--- src/rtl/pair_compare_pkg.sv ---
// rtl/pair_compare_pkg.sv - shared state encoding, slice width and derived-width helpers
package pair_compare_pkg;

   localparam logic [1:0] S_IDLE = 2'd0;
   localparam logic [1:0] S_RUN  = 2'd1;
   localparam logic [1:0] S_DONE = 2'd2;

   localparam int SLICE_W = 2;

   // Slice index never narrower than one bit, even for a single-slice compare.
   function automatic int idx_w(input int width);
      int nslice;
      nslice = width / SLICE_W;
      return (nslice <= 1) ? 1 : $clog2(nslice);
   endfunction

   function automatic int cnt_w(input int width);
      return $clog2(width + 1);
   endfunction

endpackage

--- src/rtl/pair_compare_if.sv ---
// rtl/pair_compare_if.sv - request/result bundle between requester and compare sequencer
interface pair_compare_if
   import pair_compare_pkg::*;
#(
   parameter int WIDTH = 8
);
   localparam int IDXW = idx_w(WIDTH);
   localparam int CNTW = cnt_w(WIDTH);

   logic             start;
   logic             abort;
   logic [WIDTH-1:0] a_in;
   logic [WIDTH-1:0] b_in;
   logic             busy;
   logic             done;
   logic             eq;
   logic             any_match;
   logic [IDXW-1:0]  mismatch_idx;
   logic [CNTW-1:0]  mismatch_cnt;

   modport master (
      output start, abort, a_in, b_in,
      input  busy, done, eq, any_match, mismatch_idx, mismatch_cnt
   );

   modport slave (
      input  start, abort, a_in, b_in,
      output busy, done, eq, any_match, mismatch_idx, mismatch_cnt
   );

endinterface

--- src/rtl/pair_match_cell.sv ---
// rtl/pair_match_cell.sv - 2-bit slice: per-bit equality and "any position equal"
module pair_match_cell (
   input  logic x1,
   input  logic x2,
   input  logic y1,
   input  logic y2,
   output logic e1,
   output logic e2,
   output logic a
);

   assign e1 = ~(x1 ^ y1);
   assign e2 = ~(x2 ^ y2);
   assign a  = e1 | e2;

endmodule

--- src/rtl/pair_compare_seq.sv ---
// rtl/pair_compare_seq.sv - walks operands two bits per clock through one shared match cell
module pair_compare_seq
   import pair_compare_pkg::*;
#(
   parameter int WIDTH = 8
) (
   input  logic          clk,
   input  logic          rst_n,
   pair_compare_if.slave bus
);

   localparam int NSLICE = WIDTH / SLICE_W;
   localparam int IDXW   = idx_w(WIDTH);
   localparam int CNTW   = cnt_w(WIDTH);

   logic [1:0]       state;
   logic [WIDTH-1:0] a_q, b_q;
   logic [IDXW-1:0]  idx;
   logic             eq_acc, any_acc, found;
   logic [CNTW-1:0]  cnt;
   logic [IDXW-1:0]  midx;

   logic             busy_q, done_q, eq_q, any_q;
   logic [IDXW-1:0]  midx_q;
   logic [CNTW-1:0]  cnt_q;

   logic [1:0]       a_sl, b_sl;
   logic             e1, e2, cell_a;
   logic [1:0]       diff;
   logic             slice_diff, last;
   logic             eq_nxt, any_nxt, found_nxt;
   logic [CNTW-1:0]  cnt_nxt;
   logic [IDXW-1:0]  midx_nxt;

   assign a_sl = a_q[{idx, 1'b0} +: 2];
   assign b_sl = b_q[{idx, 1'b0} +: 2];

   pair_match_cell u_cell (
      .x1 (a_sl[0]),
      .x2 (a_sl[1]),
      .y1 (b_sl[0]),
      .y2 (b_sl[1]),
      .e1 (e1),
      .e2 (e2),
      .a  (cell_a)
   );

   assign diff       = {1'b0, ~e1} + {1'b0, ~e2};
   assign slice_diff = ~(e1 & e2);
   assign last       = (idx == IDXW'(NSLICE - 1));
   assign eq_nxt     = eq_acc & e1 & e2;
   assign any_nxt    = any_acc | cell_a;
   assign cnt_nxt    = cnt + CNTW'(diff);
   assign found_nxt  = found | slice_diff;
   assign midx_nxt   = (!found && slice_diff) ? idx : midx;

   always_ff @(posedge clk or negedge rst_n) begin
      if (!rst_n) begin
         state   <= S_IDLE;
         a_q     <= '0;
         b_q     <= '0;
         idx     <= '0;
         eq_acc  <= 1'b0;
         any_acc <= 1'b0;
         found   <= 1'b0;
         cnt     <= '0;
         midx    <= '0;
         busy_q  <= 1'b0;
         done_q  <= 1'b0;
         eq_q    <= 1'b0;
         any_q   <= 1'b0;
         midx_q  <= '0;
         cnt_q   <= '0;
      end else begin
         done_q <= 1'b0;
         case (state)
            S_IDLE: begin
               if (bus.start && !bus.abort) begin
                  a_q     <= bus.a_in;
                  b_q     <= bus.b_in;
                  idx     <= '0;
                  eq_acc  <= 1'b1;
                  any_acc <= 1'b0;
                  found   <= 1'b0;
                  cnt     <= '0;
                  midx    <= '0;
                  busy_q  <= 1'b1;
                  eq_q    <= 1'b0;
                  any_q   <= 1'b0;
                  midx_q  <= '0;
                  cnt_q   <= '0;
                  state   <= S_RUN;
               end
            end
            S_RUN: begin
               if (bus.abort) begin
                  state  <= S_IDLE;
                  busy_q <= 1'b0;
               end else begin
                  eq_acc  <= eq_nxt;
                  any_acc <= any_nxt;
                  cnt     <= cnt_nxt;
                  found   <= found_nxt;
                  midx    <= midx_nxt;
                  idx     <= idx + IDXW'(1);
                  // Results publish with the last slice folded in, so they are visible alongside done.
                  if (last) begin
                     state  <= S_DONE;
                     done_q <= 1'b1;
                     eq_q   <= eq_nxt;
                     any_q  <= any_nxt;
                     midx_q <= midx_nxt;
                     cnt_q  <= cnt_nxt;
                  end
               end
            end
            S_DONE: begin
               state  <= S_IDLE;
               busy_q <= 1'b0;
            end
            default: begin
               state  <= S_IDLE;
               busy_q <= 1'b0;
            end
         endcase
      end
   end

   assign bus.busy         = busy_q;
   assign bus.done         = done_q;
   assign bus.eq           = eq_q;
   assign bus.any_match    = any_q;
   assign bus.mismatch_idx = midx_q;
   assign bus.mismatch_cnt = cnt_q;

endmodule

--- src/flat_wrapper.sv ---
// flat-port wrapper written by rule: the top's interface ports become plain ports
module pair_compare_seq_flat import pair_compare_pkg::*;
#(
   parameter int WIDTH = 8
)
  (clk, rst_n, bus_start, bus_abort, bus_a_in, bus_b_in, bus_busy, bus_done, bus_eq, bus_any_match, bus_mismatch_idx, bus_mismatch_cnt);
  pair_compare_if #(.WIDTH(WIDTH)) bus_i ();
  input  logic clk;
  input  logic rst_n;
  input wire logic [$bits(bus_i.start)-1:0] bus_start;
  input wire logic [$bits(bus_i.abort)-1:0] bus_abort;
  input wire logic [$bits(bus_i.a_in)-1:0] bus_a_in;
  input wire logic [$bits(bus_i.b_in)-1:0] bus_b_in;
  output wire logic [$bits(bus_i.busy)-1:0] bus_busy;
  output wire logic [$bits(bus_i.done)-1:0] bus_done;
  output wire logic [$bits(bus_i.eq)-1:0] bus_eq;
  output wire logic [$bits(bus_i.any_match)-1:0] bus_any_match;
  output wire logic [$bits(bus_i.mismatch_idx)-1:0] bus_mismatch_idx;
  output wire logic [$bits(bus_i.mismatch_cnt)-1:0] bus_mismatch_cnt;
  assign bus_i.start = bus_start;
  assign bus_i.abort = bus_abort;
  assign bus_i.a_in = bus_a_in;
  assign bus_i.b_in = bus_b_in;
  assign bus_busy = bus_i.busy;
  assign bus_done = bus_i.done;
  assign bus_eq = bus_i.eq;
  assign bus_any_match = bus_i.any_match;
  assign bus_mismatch_idx = bus_i.mismatch_idx;
  assign bus_mismatch_cnt = bus_i.mismatch_cnt;
  pair_compare_seq #(.WIDTH(WIDTH)) u_core (.clk(clk), .rst_n(rst_n), .bus(bus_i));
endmodule
--- config.mk ---
export PLATFORM = sky130hd
export DESIGN_NAME = pair_compare_seq_flat
export DESIGN_NICKNAME = d
export VERILOG_FILES = /design/src/rtl/pair_compare_pkg.sv /design/src/rtl/pair_compare_if.sv /design/src/rtl/pair_match_cell.sv /design/src/rtl/pair_compare_seq.sv /design/src/flat_wrapper.sv
export SDC_FILE = /design/constraint.sdc
export NUM_CORES = 1
export LEC_CHECK = 0
export CORE_ASPECT_RATIO = 0.9
export CORE_MARGIN = 1.5
export CORE_UTILIZATION = 46
export DETAILED_ROUTE_END_ITERATION = 7
export GPL_TIMING_DRIVEN = 0
export PLACE_DENSITY = 0.74
export SYNTH_ARGS = -nofsm -noshare
export SYNTH_HDL_FRONTEND = slang
export SYNTH_SLANG_ARGS = --single-unit
--- constraint.sdc ---
create_clock -name clk -period 1.9 [get_ports clk]
set_input_delay 0.19 -clock clk [delete_from_list [all_inputs] [get_ports clk]]
set_output_delay 0.19 -clock clk [all_outputs]
set_load 0.05 [all_outputs]
==> results of run 1 <==
-- worst max-delay path: stages, from the launching register on --
cell and delay (ns):
dfrtp_1 0.39, xor2_1 0.16, mux4_2 0.52, fa_2 0.43, ha_4 0.18, xnor2_1 0.12, o31ai_1 0.18
-- layout make-up --
| class | count | area [sq um] | area share, % |
|---|---|---|---|
| inverter | 5 | 18.77 | 0.8375 |
| sequential | 39 | 977.2 | 43.61 |
| buffer | 4 | 21.27 | 0.9492 |
| timing repair buffer | 34 | 322.8 | 14.41 |
| clock buffer | 8 | 100.1 | 4.467 |
| multi-input combinational | 89 | 745.7 | 33.28 |
| tap | 44 | 55.05 | 2.457 |
-- flip-flops by register name, summed over array words and instances (netlist names), 2 cells and up --
| name | count |
|---|---|
| u_core.bus.mismatch_idx | 2 |
| u_core.midx | 2 |
| u_core.b_q | 8 |
| u_core.a_q | 8 |
| u_core.state | 2 |
| u_core.idx | 2 |
| u_core.cnt | 4 |
| u_core.bus.mismatch_cnt | 4 |
-- per-layer routing --
metal,vias to the layer above,wire length (microns)
met5,-,0
met4,0,53
met3,5,147
met2,33,1392
met1,554,1395
li1,556,-
-- through the flow --
step / hold WS, ns / area, sq um
final: -0.005849 / 2241
after detailed placement: 0.3383 / 2082
after floorplan: -0.1056 / 1742
after global routing: 0.06212 / 2241
after global placement: 0.4535 / 2087
after CTS: 0.02234 / 2206
-- Yosys cell counts, drive strengths merged --
cell type	instances
fa	1
buf	3
nand3	1
clkbuf	1
a211o	1
a21oi	5
nor2	7
nand2b	1
nor3	2
a21o	2
a22o	3
o21ai	8
o21a	1
nor2b	1
o31ai	2
mux2i	3
xor2	9
xnor2	1
inv	5
o22ai	1
ha	2
or2b	1
nand2	15
a32o	3
dfrtp	39
mux4	2
mux2	17
-- cells by family after synthesis --
family | after synthesis | share of synthesized area, %
flops | 39 | 56.52
simple gates | 28 | 7.029
compound gates | 26 | 11.01
mux | 22 | 15.43
xor+xnor | 10 | 5.073
buf+inv | 9 | 2.319
fa+ha+maj | 3 | 2.609
-- repair_timing --
action,in CTS,in global routing
buffers inserted,3,2
hold buffers,0,0
gates resized for setup,1,7
pin swaps,2,5
setup endpoints to repair,8,22
hold endpoints to repair,0,0
-- worst max path at each step --
stage	startpoint	depth (start not counted)	slack (ns)	end
2_1_floorplan	u_core.a_q[7]	6	-0.09	u_core.bus.mismatch_cnt[2]
3_3_place_gp	rst_n	1	-0.19	u_core.a_q[4]
3_5_place_dp	u_core.idx[1]	5	-0.19	u_core.bus.mismatch_cnt[2]
4_1_cts	u_core.b_q[7]	6	-0.15	u_core.bus.mismatch_cnt[2]
5_1_grt	u_core.b_q[7]	6	-0.26	u_core.bus.mismatch_cnt[2]
6_report	u_core.b_q[7]	6	-0.16	u_core.bus.mismatch_cnt[2]
-- power by group --
part | leakage (nW) | internal (W) | switching (W) | total, W
clock | 0.0515 | 0.000331 | 0.000279 | 0.000610
combinational | 0.456 | 0.000707 | 0.000632 | 0.00134
sequential | 0.489 | 0.00107 | 0.000200 | 0.00127
total | 0.997 | 0.00211 | 0.00111 | 0.00322
==> impl_metrics.py, run 1 <==
metrics = {
    "finish": {
        "drive_above_1_share_pct": 26.26,
        "final_common_cell": "dfrtp_1",
        "final_cell_mix": "dfrtp_1, clkdlybuf4s50_1, mux2_2, nand2_1, xor2_1",
        "syn2layout_area_growth_pct": 29.78,
        "fin_cells": 223,
        "n_antenna_cell": 0,
        "final_core_util_pct": 64.42,
        "fillCellCount": 266,
        "nets": 201,
    },
    "timing": {
        "relSlewSlack_pct": 44.24,
        "post-route-period-util_pct": 108.7,
        "rsz0062_at_grt": "yes",
        "min_period_ns": 2.065,
        "drv_slew": 0,
        "fin_worst_skew_ns": 0.006421,
        "hold_slack_ns": -0.005849,
        "timing.final.ws_setup_ns": -0.1645,
        "fmax_mhz": 484.4,
        "worst_pin_slew_ns": 0.8364,
        "hold_viol": 6,
        "fin_tns_setup_ns": -0.8803,
        "setup_viol": 10,
    },
    "critical_path": {
        "rr_worst_depth": 6,
        "end_kind": "register",
        "r2r_end": "u_core.bus.mismatch_cnt[2]",
        "critPathRequiredTime_ns": 2.11,
        "ff2ff_setup_slack_ns": -0.16,
        "crit_fanout": 2,
        "path_class": "register to register",
        "reg2reg_from": "u_core.b_q[7]",
        "critPathLaunchType": "register",
        "worstPathArrival_ns": 2.27,
    },
    "clock_tree": {
        "clock-sinks": 39,
        "htree_levels": 2,
        "root_buffer": "clkbuf_8",
        "cts_tree": "done",
        "numCtsBuffers": 5,
        "cts_max_path_buffers": 2,
        "insertion_delay_ns": 0.29,
        "cts.clk_slew.worst_paths_ns": 0.07,
    },
    "power_and_ir_drop": {
        "vdd_drop_max_v": 0.0006876,
        "powerDensity_nw_per_um2": 1436,
        "leakagePower_nw": 0.9966,
        "p_total_w": 0.003219,
    },
    "outcome": {
        "status": "finished with violations",
        "violations": "negative hold slack, negative setup slack",
    },
    "yosys": {
        "synth_top_area_cell": "dfrtp_1",
        "ys_ff_latch": 39,
        "synth_cell_types": 31,
        "syn_area_per_cell_sq_um": 12.60,
        "synth_area_leaders": "dfrtp_1, mux2_2, xor2_1",
        "synth_nets": 160,
        "synth_area_sq_um": 1727,
        "syn_inst": 137,
        "yosys_warnings": 0,
        "yosysSeqAreaShare_pct": 56.52,
        "synth_top_area_share_pct": 56.52,
    },
    "place": {
        "place_ws_ns": -0.1878,
        "dp_cells": 210,
        "gp_congestion": 0.7656,
        "dp_hpwl_microns": 2055,
        "portBuffers": 29,
    },
    "global_route": {
        "grt_max_degree": 40,
        "grt_antenna_before_repair": 0,
        "grt_pass1_vias": 1106,
        "grtUsageTotal_pct": 16.98,
        "use_met1_pct": 21.81,
        "gr-total-overflow": 0,
        "busiest_layer": "met2",
        "use_met3_pct": 4.388,
        "grt_pass1_wl_microns": 5057,
        "use_met2_pct": 27.73,
    },
    "detailed_routing": {
        "num_vias": 1148,
        "drt_pass1_iterations": 4,
        "first_iter_violations": 43,
        "route.detailed.drc": 0,
        "wl_microns": 2988,
        "routed_via_density": 5.148,
        "final_antenna_net_count": 0,
        "wl_per_cell_microns": 13.40,
    },
    "hold_path": {
        "hold_path.class": "primary input to asynchronous set/reset pin",
    },
    "floorplan": {
        "num_rows": 20,
        "die_w_microns": 67.58,
        "die-area_sq_um": 4130,
        "initial_core_util_pct": 49.64,
        "num_io_pins": 30,
        "die_h_microns": 61.12,
        "core_sq_um": 3478,
    },
    "run": {
        "cap_violations": 0,
    },
}
(Power assumes the default switching activity.)
==> run 2: changes to the inputs <==
--- a/config.mk
+++ b/config.mk
@@ -5,6 +5,7 @@
 export SDC_FILE = /design/constraint.sdc
 export NUM_CORES = 1
 export LEC_CHECK = 0
+export CAP_MARGIN = 10
 export CORE_ASPECT_RATIO = 0.9
 export CORE_MARGIN = 1.5
 export CORE_UTILIZATION = 46
==> results of run 2 <==
Final layout, timing and power as in run 1 (identical DEF).
==> RTL edit, RTL diff (settings of run 1) <==
Reset style: synchronous (`rst_n`), changed in one clocked block.
--- a/src/rtl/pair_compare_seq.sv
+++ b/src/rtl/pair_compare_seq.sv
@@ -55,5 +55,5 @@
    assign midx_nxt   = (!found && slice_diff) ? idx : midx;
 
-   always_ff @(posedge clk or negedge rst_n) begin
+   always_ff @(posedge clk) begin
       if (!rst_n) begin
          state   <= S_IDLE;
Check against the original RTL: differs if rst_n is asserted again (counterexample within 4 cycles, from zero or initial values and one cycle with rst_n low); with rst_n held inactive, the same outputs for 10 cycles.
==> RTL edit against run 1 <==
Final area down 0.11%. Fmax up 9.0%. Count of clock-buffer cells in the layout down 1. Routed wire length up 27%. Setup slack better by 0.17 ns. Sequential cell count unchanged. Area after synthesis up 1.3%.
Power is not compared: it rests on default switching activity, and its combinational part moved more than twofold at a synthesized area within 25%.
==> RTL edit: results (changes against run 1) <==
Status
  • Status: complete, no violations

Logic synthesis
  • Portion of netlist area occupied by mux cells: 4.29% (-11 points)
  • Top cell types by occurrence after synthesis: nand2_1, dfxtp_1, a21boi_0
  • Ys async rst share: 0% (-100 points)
  • Number of distinct library cell variants in the gate-level netlist after synthesis: 35 (+13%)
  • Complex-gate fraction of the synthesized area: 21.2% (+10 points)
  • XOR/XNOR share of the synthesized area: 5.01% (-0.065 points)
  • Fraction of the yosys area taken by sequential cells: 44.6% (-12 points)
  • Gate count after technology mapping: 196 (+43%)
  • Largest area contributor in the synthesized netlist: dfxtp_1
  • Fraction of the mapped netlist area in adder cells: 2.58% (-0.034 points)
  • Post-Syn Nets: 219 (+37%)
  • Top post-synthesis cells by area: dfxtp_1, a21boi_0, nand2_1

STA
  • Worst Tran Pin Value: 0.753 ns (-0.0838 ns)
  • Final Skew: 0.00275 ns (-0.00367 ns)
  • Worst hold margin: 0.443 ns (+0.449 ns)
  • Part of the cycle the worst path needs: 99.7% (-9.0 points)

Final layout
  • Net count reported at finish: 258 (+28%)
  • Largest registers: u_core.a_q x8, u_core.b_q x8
  • Antenna diodes: 0 (unchanged)
  • Filler cells: 359 (+35%)
  • Fraction of layout instances using a drive strength above 1: 11.9% (-14 points)

Critical path
  • Setup slack of the most critical reg-to-reg path: 0.006 ns (+0.17 ns)
  • Critical Path Fanout Max: 3 (+1)
  • First element of the critical path: u_core.b_q[6]$_SDFFE_PN0P_
  • Critical Path Sink: u_core.cnt[3]$_SDFFE_PN0P_
  • Critical path arrival: 2.08 ns (-0.19 ns)
  • Endpoint of the worst register-to-register path: u_core.cnt[3]$_SDFFE_PN0P_
  • Number of cell instances on the worst register-to-register path: 9 (+3)
  • Family of cells with the greatest summed delay on the critical path: multiplexers
  • Critical Path Slowest Stage Cell: mux4_2

Global routing
  • Met3 usage: 4.75% (+0.37 points)
  • Met2 track demand over resource in global routing: 31.1% (+3.3 points)
  • Met1 routing resource usage after global routing: 28.6% (+6.8 points)
  • Global-route wire length before repair: 6.34 mm (+25%)
  • Initial antenna violation count: 0 (unchanged)
  • Largest net degree at the start of global routing: 12 (-70%)
  • Global Route Usage Sum: 20.9% (+4.0 points)

Clock network
  • Post CTS Setup Buffer Count: 2 (-1)
  • H-tree depth: 2 (unchanged)
  • Resized Gates After CTS: 11 (+10)

Detailed routing
  • WL met3: 150 um (+2.0%)
  • Total met2 wirelength after detailed routing: 1.66 mm (+19%)
  • WL met1: 1.89 mm (+35%)
  • Total number of vias: 1495 (+30%)
  • Total wire length after detailed routing: 3.78 mm (+27%)
  • DRC violation total after the first TritonRoute iteration: 75 (+74%)
  • Routed wire length per instance: 13.4 um (about the same)

Place
  • Placed Cells incl. Taps: 271 (+29%)
  • Half-perimeter wire length of the detailed placement result: 2.60 mm (+27%)
  • Worst setup slack before clock tree synthesis: -0.149 ns (+0.0392 ns)
  • RD Place Congestion: 0.800 (+4.5%)
  • Area of placed instances: 2100 sq um (+0.78%)

Power and ir drop
  • Peak ir drop on the vdd network: ~0.00042 V

Min path
  • Class of the tightest hold or removal check: input pin to flip-flop
## RTL edit: cell types whose count changed in the layout (fill, tap and decap cells not counted), moves of 5 or more
| cell | before | now |
|---|---|---|
| a21boi_0 | 0 | 22 |
| a21boi_1 | 0 | 5 |
| dfrtp_1 | 38 | 0 |
| dfxtp_1 | 0 | 35 |
| inv_1 | 5 | 0 |
| mux2_2 | 16 | 0 |
| nand2_1 | 14 | 50 |
| nand3_1 | 0 | 7 |
| xnor2_1 | 1 | 8 |
| xor2_1 | 9 | 1 |
## RTL edit: final cells by class
cell class / instances / area, sq um / area share, %
multi-input combinational: 147 / 956 / 42.7
timing repair buffer: 32 / 313 / 14.0
sequential: 39 / 788 / 35.2
clock inverter: 1 / 5.00 / 0.224
inverter: 2 / 7.51 / 0.335
buffer: 8 / 35.0 / 1.57
tap: 46 / 57.6 / 2.57
clock buffer: 7 / 76.3 / 3.41
